[config.mk]
export PLATFORM = sky130hd
export DESIGN_NAME = rr_grant_arbiter
export DESIGN_NICKNAME = d
export VERILOG_FILES = /design/src/rtl/rr_grant_arbiter.sv
export SDC_FILE = /design/constraint.sdc
export NUM_CORES = 1
export LEC_CHECK = 0
export CORE_MARGIN = 5
export CORE_UTILIZATION = 56
export CTS_CLUSTER_DIAMETER = 120
export DETAILED_ROUTE_END_ITERATION = 10
export PLACE_DENSITY = 0.85
export SLEW_MARGIN = 20
export SYNTH_ARGS = -nofsm -noshare
export SYNTH_HDL_FRONTEND = slang
export SYNTH_SLANG_ARGS = --single-unit
[constraint.sdc]
create_clock -name clk -period 4.6 [get_ports clk]
set_input_delay 1.15 -clock clk [delete_from_list [all_inputs] [get_ports clk]]
set_output_delay 1.15 -clock clk [all_outputs]
set_load 0.02 [all_outputs]
[src/rtl/rr_grant_arbiter.sv]
// Round-robin arbiter: rotating-priority search from ptr, registered one-hot grant held while requested.
// Grant/release take effect on the deciding edge (1-cycle latency); a hold limit forces rotation under contention.
module rr_grant_arbiter #(
    parameter int N        = 4,
    parameter int MAX_HOLD = 8
) (
    input  logic                 clk,
    input  logic                 rst,
    input  logic [N-1:0]         req,
    output logic [N-1:0]         gnt,
    output logic [$clog2(N)-1:0] gnt_idx,
    output logic                 gnt_valid
);

    localparam int IW = $clog2(N);
    localparam int HW = $clog2(MAX_HOLD + 1);
    localparam logic [HW-1:0] HOLD_LAST = HW'(MAX_HOLD - 1);

    typedef enum logic {IDLE, GRANT} state_t;

    state_t          state_q, state_d;
    logic [IW-1:0]   owner_q, owner_d;
    logic [IW-1:0]   ptr_q, ptr_d;
    logic [HW-1:0]   hold_cnt_q, hold_cnt_d;
    logic [N-1:0]    gnt_q, gnt_d;

    logic [N-1:0]    others;
    logic [IW-1:0]   win_req;
    logic [IW-1:0]   win_oth;

    // First set bit scanning start, start+1, ... modulo N.
    function automatic logic [IW-1:0] rr_pick(input logic [N-1:0] vec, input logic [IW-1:0] start);
        logic [IW-1:0] win;
        logic          found;
        int            idx;
        win   = '0;
        found = 1'b0;
        for (int i = 0; i < N; i++) begin
            idx = (int'(start) + i) % N;
            if (!found && vec[idx]) begin
                found = 1'b1;
                win   = IW'(idx);
            end
        end
        return win;
    endfunction

    function automatic logic [IW-1:0] ptr_after(input logic [IW-1:0] w);
        logic [IW-1:0] nxt;
        if (w == IW'(N - 1)) nxt = '0;
        else                 nxt = w + 1'b1;
        return nxt;
    endfunction

    always_comb begin
        state_d    = state_q;
        owner_d    = owner_q;
        ptr_d      = ptr_q;
        hold_cnt_d = hold_cnt_q;
        others     = req & ~(N'(1) << owner_q);
        win_req    = rr_pick(req, ptr_q);
        win_oth    = rr_pick(others, ptr_q);

        case (state_q)
            IDLE: begin
                if (|req) begin
                    state_d    = GRANT;
                    owner_d    = win_req;
                    ptr_d      = ptr_after(win_req);
                    hold_cnt_d = '0;
                end
            end
            GRANT: begin
                if (!req[owner_q]) begin
                    if (|others) begin
                        owner_d    = win_oth;
                        ptr_d      = ptr_after(win_oth);
                        hold_cnt_d = '0;
                    end else begin
                        state_d = IDLE;
                    end
                end else if (hold_cnt_q == HOLD_LAST) begin
                    // Limit reached: rotate if anyone else waits, otherwise just restart the count.
                    hold_cnt_d = '0;
                    if (|others) begin
                        owner_d = win_oth;
                        ptr_d   = ptr_after(win_oth);
                    end
                end else begin
                    hold_cnt_d = hold_cnt_q + 1'b1;
                end
            end
            default: state_d = IDLE;
        endcase

        gnt_d = (state_d == GRANT) ? (N'(1) << owner_d) : '0;
    end

    always_ff @(posedge clk) begin
        if (rst) begin
            state_q    <= IDLE;
            owner_q    <= '0;
            ptr_q      <= '0;
            hold_cnt_q <= '0;
            gnt_q      <= '0;
        end else begin
            state_q    <= state_d;
            owner_q    <= owner_d;
            ptr_q      <= ptr_d;
            hold_cnt_q <= hold_cnt_d;
            gnt_q      <= gnt_d;
        end
    end

    assign gnt       = gnt_q;
    assign gnt_idx   = owner_q;
    assign gnt_valid = (state_q == GRANT);

endmodule
==> results.md, run 1 <==
* LEAKAGE at 0.367 nW
* Dpl hpwl at 1530 um
* Critical Path Start Type: input port
* Starting Density at 0.596
* Slew headroom at 0.640
* IO Pins at 13
* CTS buffer count at 3
* Power share of the clock group at 0.206
* CP Cell Sequence: clkdlybuf4s50_1, mux4_2, a21boi_2, and4_4, or2_4, o221ai_4, nor4_2
* Critical R2R Launch: gnt_idx[1]
* Comb power frac at 0.372
* Chip Width at 50.0 um
* Cell depth of the worst setup path at 7
* Fin nets at 121
* Clock Tree Buf Depth at 2
* Netlist Area Pre-Place at 897 sq um
* Power Density at 336 nW/um^2
* Die height at 50.0 um
* Synthesized instance count at 104
* Post-synth EDFFs at 0
* Sw Ratio at 0.363
* Met2 usage at 0.310
* Hold Fails Final Rpt at 0
* NetSw at 0.000125 W
* 1st-iter DRT viols at 21
* Hold Path Origin: hold_cnt_q[2]
* Flop pwr share at 0.422
* CP endpoint kind: flop
* Crit path time final at 3.13 ns
* Worst Hold Path EP: hold_cnt_q[2]
* Final RePlAce weighted congestion at 0.818
* Final Setup Violations at 0
* Flops & latches, synth at 13
* Max Cap Viol at 0
* Die ar. at 2500 sq um
* Most frequent cell after synthesis: dfxtp_1
* Drt pass-1 iters at 4
* Outcome: finished, final reports clean
* Syn Area/Cell at 8.63 sq um
* All-layer global routing usage at 0.186
* Critical Path AT at 3.33 ns
* First-pass GRT wire length at 3680 um
* Grt total ovfl at 0
* Critical Path Fanout Max at 11
* Tcrit/Tclk final at 0.681
* DRC at 0
* Post-route setup TNS at 0 ns
* Post-CTS setup buffers at 0
* Critical path required time at 4.79 ns
* Crit path buffers/inverters at 1
* Layout area overhead at 14.2%
* Post-CTS sizing at 0
* Core area at 1510 sq um
* Cell Count Post-Placement at 125
* Top delay family on crit path: multiplexers
* Unrepaired setup endpoints after global routing: no
* R2r endpoint: gnt[1]
* Reg clk slew, reported paths at 0.08 ns
* Non-Filler Instances at 129
* Largest net degree at the start of global routing at 15
* Synth area leader: dfxtp_1
* Syn Nets at 111
* Wire per inst at 16.1 um
* Antenna fix cells at 0
* Least-Margin Pin Slew at 0.536 ns
* Root Buffer Master: clkbuf_4
* Cell Rows at 14
* Cts hold-fix bufs at 0
* Vias in the first global route at 815
* Most Used Layer, Global Route: met2
* GR met3 Demand/Resource at 0.0572
* Worst Hold Class: flop to flop
* Max Slew Vio Count at 0
* Max H-tree Level at 1
* Fmax at 0.319 GHz
* R2R cell count at 6
* Clk_skew at 0.00304 ns
* Synth cell count leaders: 13 x dfxtp_1, 10 x nor2_1, 7 x nand2_1, 6 x a21oi_1, 5 x o21ai_0
* Crit Path Category: input port to flop
* Initial antenna violation count at 0
* Vias at 823
* Max VDD drop at 0.215 mV
* Reg2Reg Setup Slack at 2.31 ns
* Routed WL at 2080 um
* Synth top area share at 0.290
* Crit-path max cell delay at 0.63 ns
* Count of buffers from port buffering at 12
* Sequential area share after synthesis at 0.290
* Slowest-stage cell, CP: mux4_2
* Antenna-violating nets left at 0
* Distinct cells, synth at 51
* M1 GR Usage at 0.232
* Layout cells sized above 1 at 0.133
* Worst Hold Depth at 2
* Clk Latency, worst-skew pair at 0.28 ns
* Syn. warnings at 0
* Via density per instance at 6.38
* Async S/R FF share, synth at 0
* Clk sinks at 13
* CTS tree: built
* Post-synth top flop: dfxtp_1
* P_int at 0.000219 W
* Synth top area cells: dfxtp_1 29%, nor2_1 4.2%, a21oi_1 3.3%, nand2_1 2.9%, o221ai_4 2.9%
-- cell type report --
| class | instances | area (sq um) |
|---|---|---|
| multi-input combinational | 80 | 583 |
| fill | 121 | 482 |
| sequential | 13 | 260 |
| timing repair buffer | 12 | 120 |
| clock buffer | 4 | 26.3 |
| tap | 16 | 20.0 |
| inverter | 4 | 15.0 |
-- placed cells by master (no fill, tap or decap), drive strengths merged, types with 3 or more instances in the layout --
master,n
nor2b,3
nand2,7
o21ai,5
clkdlybuf4s50,12
clkbuf,4
nand2b,3
dfxtp,13
nand3,3
a21o,3
a21oi,6
nor2,10
inv,4
-- state kept, by name, summed over array words and instances (netlist names) --
register / cells
gnt: 4
gnt_idx: 2
ptr_q: 2
hold_cnt_q: 4
gnt_valid: 1
-- through the flow --
step	hold slack, ns	power (W)	util	worst slack, ns	area [sq um]
2_1_floorplan	0.484	0.000238	-	1.85	897
3_3_place_gp	0.508	0.000272	0.663	1.18	998
3_5_place_dp	0.528	0.000274	0.663	1.19	998
4_1_cts	0.539	0.000347	0.680	1.48	1020
5_1_grt	0.568	0.000366	0.680	1.34	1020
6_report	0.537	0.000344	0.680	1.47	1020
-- power by group through the flow --
stage	Combinational [W]	Clock, W	Sequential [W]
floorplan	0.0000949	0	0.000144
global placement	0.000125	0	0.000147
detailed placement	0.000126	0	0.000148
CTS	0.000127	0.0000741	0.000145
global route	0.000139	0.0000781	0.000148
finish	0.000128	0.0000709	0.000145
-- worst max-delay path by stage --
stage	startpoint	end
after global routing	req[1]	gnt[3]
final	req[3]	gnt[1]
after floorplan	req[3]	gnt[3]
after detailed placement	req[3]	gnt[1]
after global placement	req[3]	gnt[1]
after CTS	req[3]	gnt[1]
-- worst reg2reg max path, cell delays in order, from the launching register on --
cell	delay, ns
dfxtp_1	0.62
mux4_2	0.64
a21boi_2	0.19
and4_4	0.26
or2_4	0.14
o221ai_4	0.12
nor4_2	0.22
-- cells by family (layout without fill, tap and decap cells) --
family                   after synthesis  after routing  synth area share
AO/OA/AOI/OAI                         34             34             0.297
XOR/XNOR                               2              2            0.0195
adder cells (fa/ha/maj)                1              1            0.0139
buffers and inverters                 11             20            0.0600
flip-flops                            13             13             0.290
multiplexers                           2              2            0.0363
AND/OR/NAND/NOR                       41             41             0.283
-- routing by layer --
metal / part of all wire / up-vias / routed length, um
met5: 0 / - / 0
met4: 0.0077 / 0 / 16
met3: 0.054 / 4 / 113
met2: 0.50 / 27 / 1040
met1: 0.44 / 384 / 916
li1: - / 408 / -
Note: power is estimated with default switching activity, not from simulation.
==> inputs of run 2 (changes only) <==
Settings changed: CORE_UTILIZATION 56 to 47, PLACE_DENSITY 0.85 to 0.76.
Clock period 4.6 ns to 2.6 ns, I/O delays scaled along.
==> run 2 against run 1 <==
Net effect: via count grew 8.4%; core utilization is 3.3 points lower; non-clock buffer count rose by 14; global-route usage is 0.69 points lower; total power up 85%.
==> results.md, run 2 (synthesis results as in run 1) <==
* Crit path time final at 2.36 ns
* Antenna-violating nets left at 0
* Slew headroom at 0.747
* Dpl hpwl at 1600 um
* Chip Width at 53.7 um
* Worst Hold Class: flop to flop
* Cell Rows at 15
* Initial antenna violation count at 0
* Largest net degree at the start of global routing at 13
* LEAKAGE at 0.436 nW
* Clk_skew at 0.00516 ns
* Crit path buffers/inverters at 1
* Core area at 1760 sq um
* Layout area overhead at 27.2%
* Unrepaired setup endpoints after global routing: no
* Starting Density at 0.509
* Clock Tree Buf Depth at 2
* Grt total ovfl at 0
* DRC at 0
* DP Area at 1110 sq um
* All-layer global routing usage at 0.179
* Cts hold-fix bufs at 0
* Least-Margin Pin Slew at 0.378 ns
* First-pass GRT wire length at 3730 um
* Die ar. at 2880 sq um
* Power Density at 560 nW/um^2
* Critical path required time at 2.77 ns
* CP endpoint kind: flop
* CTS buffer count at 3
* Fmax at 0.424 GHz
* Post-CTS sizing at 0
* Max H-tree Level at 1
* DP Worst Slack at -0.0478 ns
* Antenna fix cells at 0
* Worst setup margin at 0.244 ns
* Fin nets at 135
* Leading cell type in the layout, fill and taps excluded: buf_4
* Crit Path Category: input port to flop
* Top delay family on crit path: simple AND/OR/NAND/NOR gates
* Count of buffers from port buffering at 12
* Hold Fails Final Rpt at 0
* 1st-iter DRT viols at 21
* Vias in the first global route at 854
* Post-CTS setup buffers at 0
* Reg clk slew, reported paths at 0.08 ns
* Slowest-stage cell, CP: or4_4
* Via density per instance at 5.87
* Drt pass-1 iters at 5
* Clk Latency, worst-skew pair at 0.28 ns
* Non-Filler Instances at 152
* Max Slew Vio Count at 0
* Root Buffer Master: clkbuf_4
* Critical Path Start Type: input port
* IO Pins at 13
* Fin area at 1140 sq um
* Critical Path Fanout Max at 5
* Die height at 53.7 um
* Layout cells sized above 1 at 0.228
* Hold slack at 0.544 ns
* Routed WL at 2150 um
* Wire per inst at 14.1 um
* Final RePlAce weighted congestion at 0.833
* Final Setup Violations at 0
* Outcome: finished, final reports clean
* Most frequent cells in the layout: 14 x buf_4, 13 x dfxtp_1, 12 x clkdlybuf4s50_1, 10 x nor2_1, 7 x nand2_1
* Cell Count Post-Placement at 148
* Tcrit/Tclk final at 0.906
* CTS tree: built
* Crit-path max cell delay at 0.55 ns
* Critical Path AT at 2.53 ns
* Clk sinks at 13
* CP Cell Sequence: clkdlybuf4s50_1, or4_4, and4_4, or2_4, o221ai_4, and3b_1
* Vias at 892
* Max Cap Viol at 0
* Max VDD drop at 0.279 mV
==> run 2: cell types whose count changed in the layout (fill, tap and decap cells not counted) <==
cell / delta
buf_4: +14
==> run 2: per-layer routing <==
metal  global-route usage  vias up  wire length [um]  share of wire
met3               0.0609        2               148          0.069
met5                    0        -                 0              0
met1                0.232      423              1000           0.47
met2                0.276       30               980           0.46
li1                     -      437                 -              -
met4               0.0596        0                12         0.0056
==> run 2: tightest hold or removal path, stage by stage, from the launching register on <==
cell     delay (ns)
dfxtp_1        0.35
o21ai_0        0.09
a21oi_1        0.06
==> run 2: worst paths after layout <==
path,from,end,slack (ns),depth (start not counted)
max reg2reg,gnt_idx[0],gnt[3],0.55,6
min,hold_cnt_q[2],hold_cnt_q[2],0.54,2
max,req[0],gnt[3],0.24,6
min reg2reg,hold_cnt_q[2],hold_cnt_q[2],0.54,2
==> run 2: layout make-up <==
type | instances | area (sq um)
multi-input combinational | 80 | 583
fill | 171 | 623
timing repair buffer | 26 | 225
sequential | 13 | 260
clock buffer | 4 | 26.3
tap | 25 | 31.3
inverter | 4 | 15.0
==> run 2: through the flow <==
stage,utilization,power (W),TNS (ns)
after detailed placement,0.632,0.000517,-0.0623
after global routing,0.647,0.000682,0
after CTS,0.647,0.000642,0
after global placement,0.632,0.000511,-0.0143
after floorplan,-,0.000422,0
final,0.647,0.000638,0
==> run 2: power by group <==
group          internal (W)  switching [W]
logic              0.000135       0.000134
clock network     0.0000595      0.0000642
registers          0.000220      0.0000260
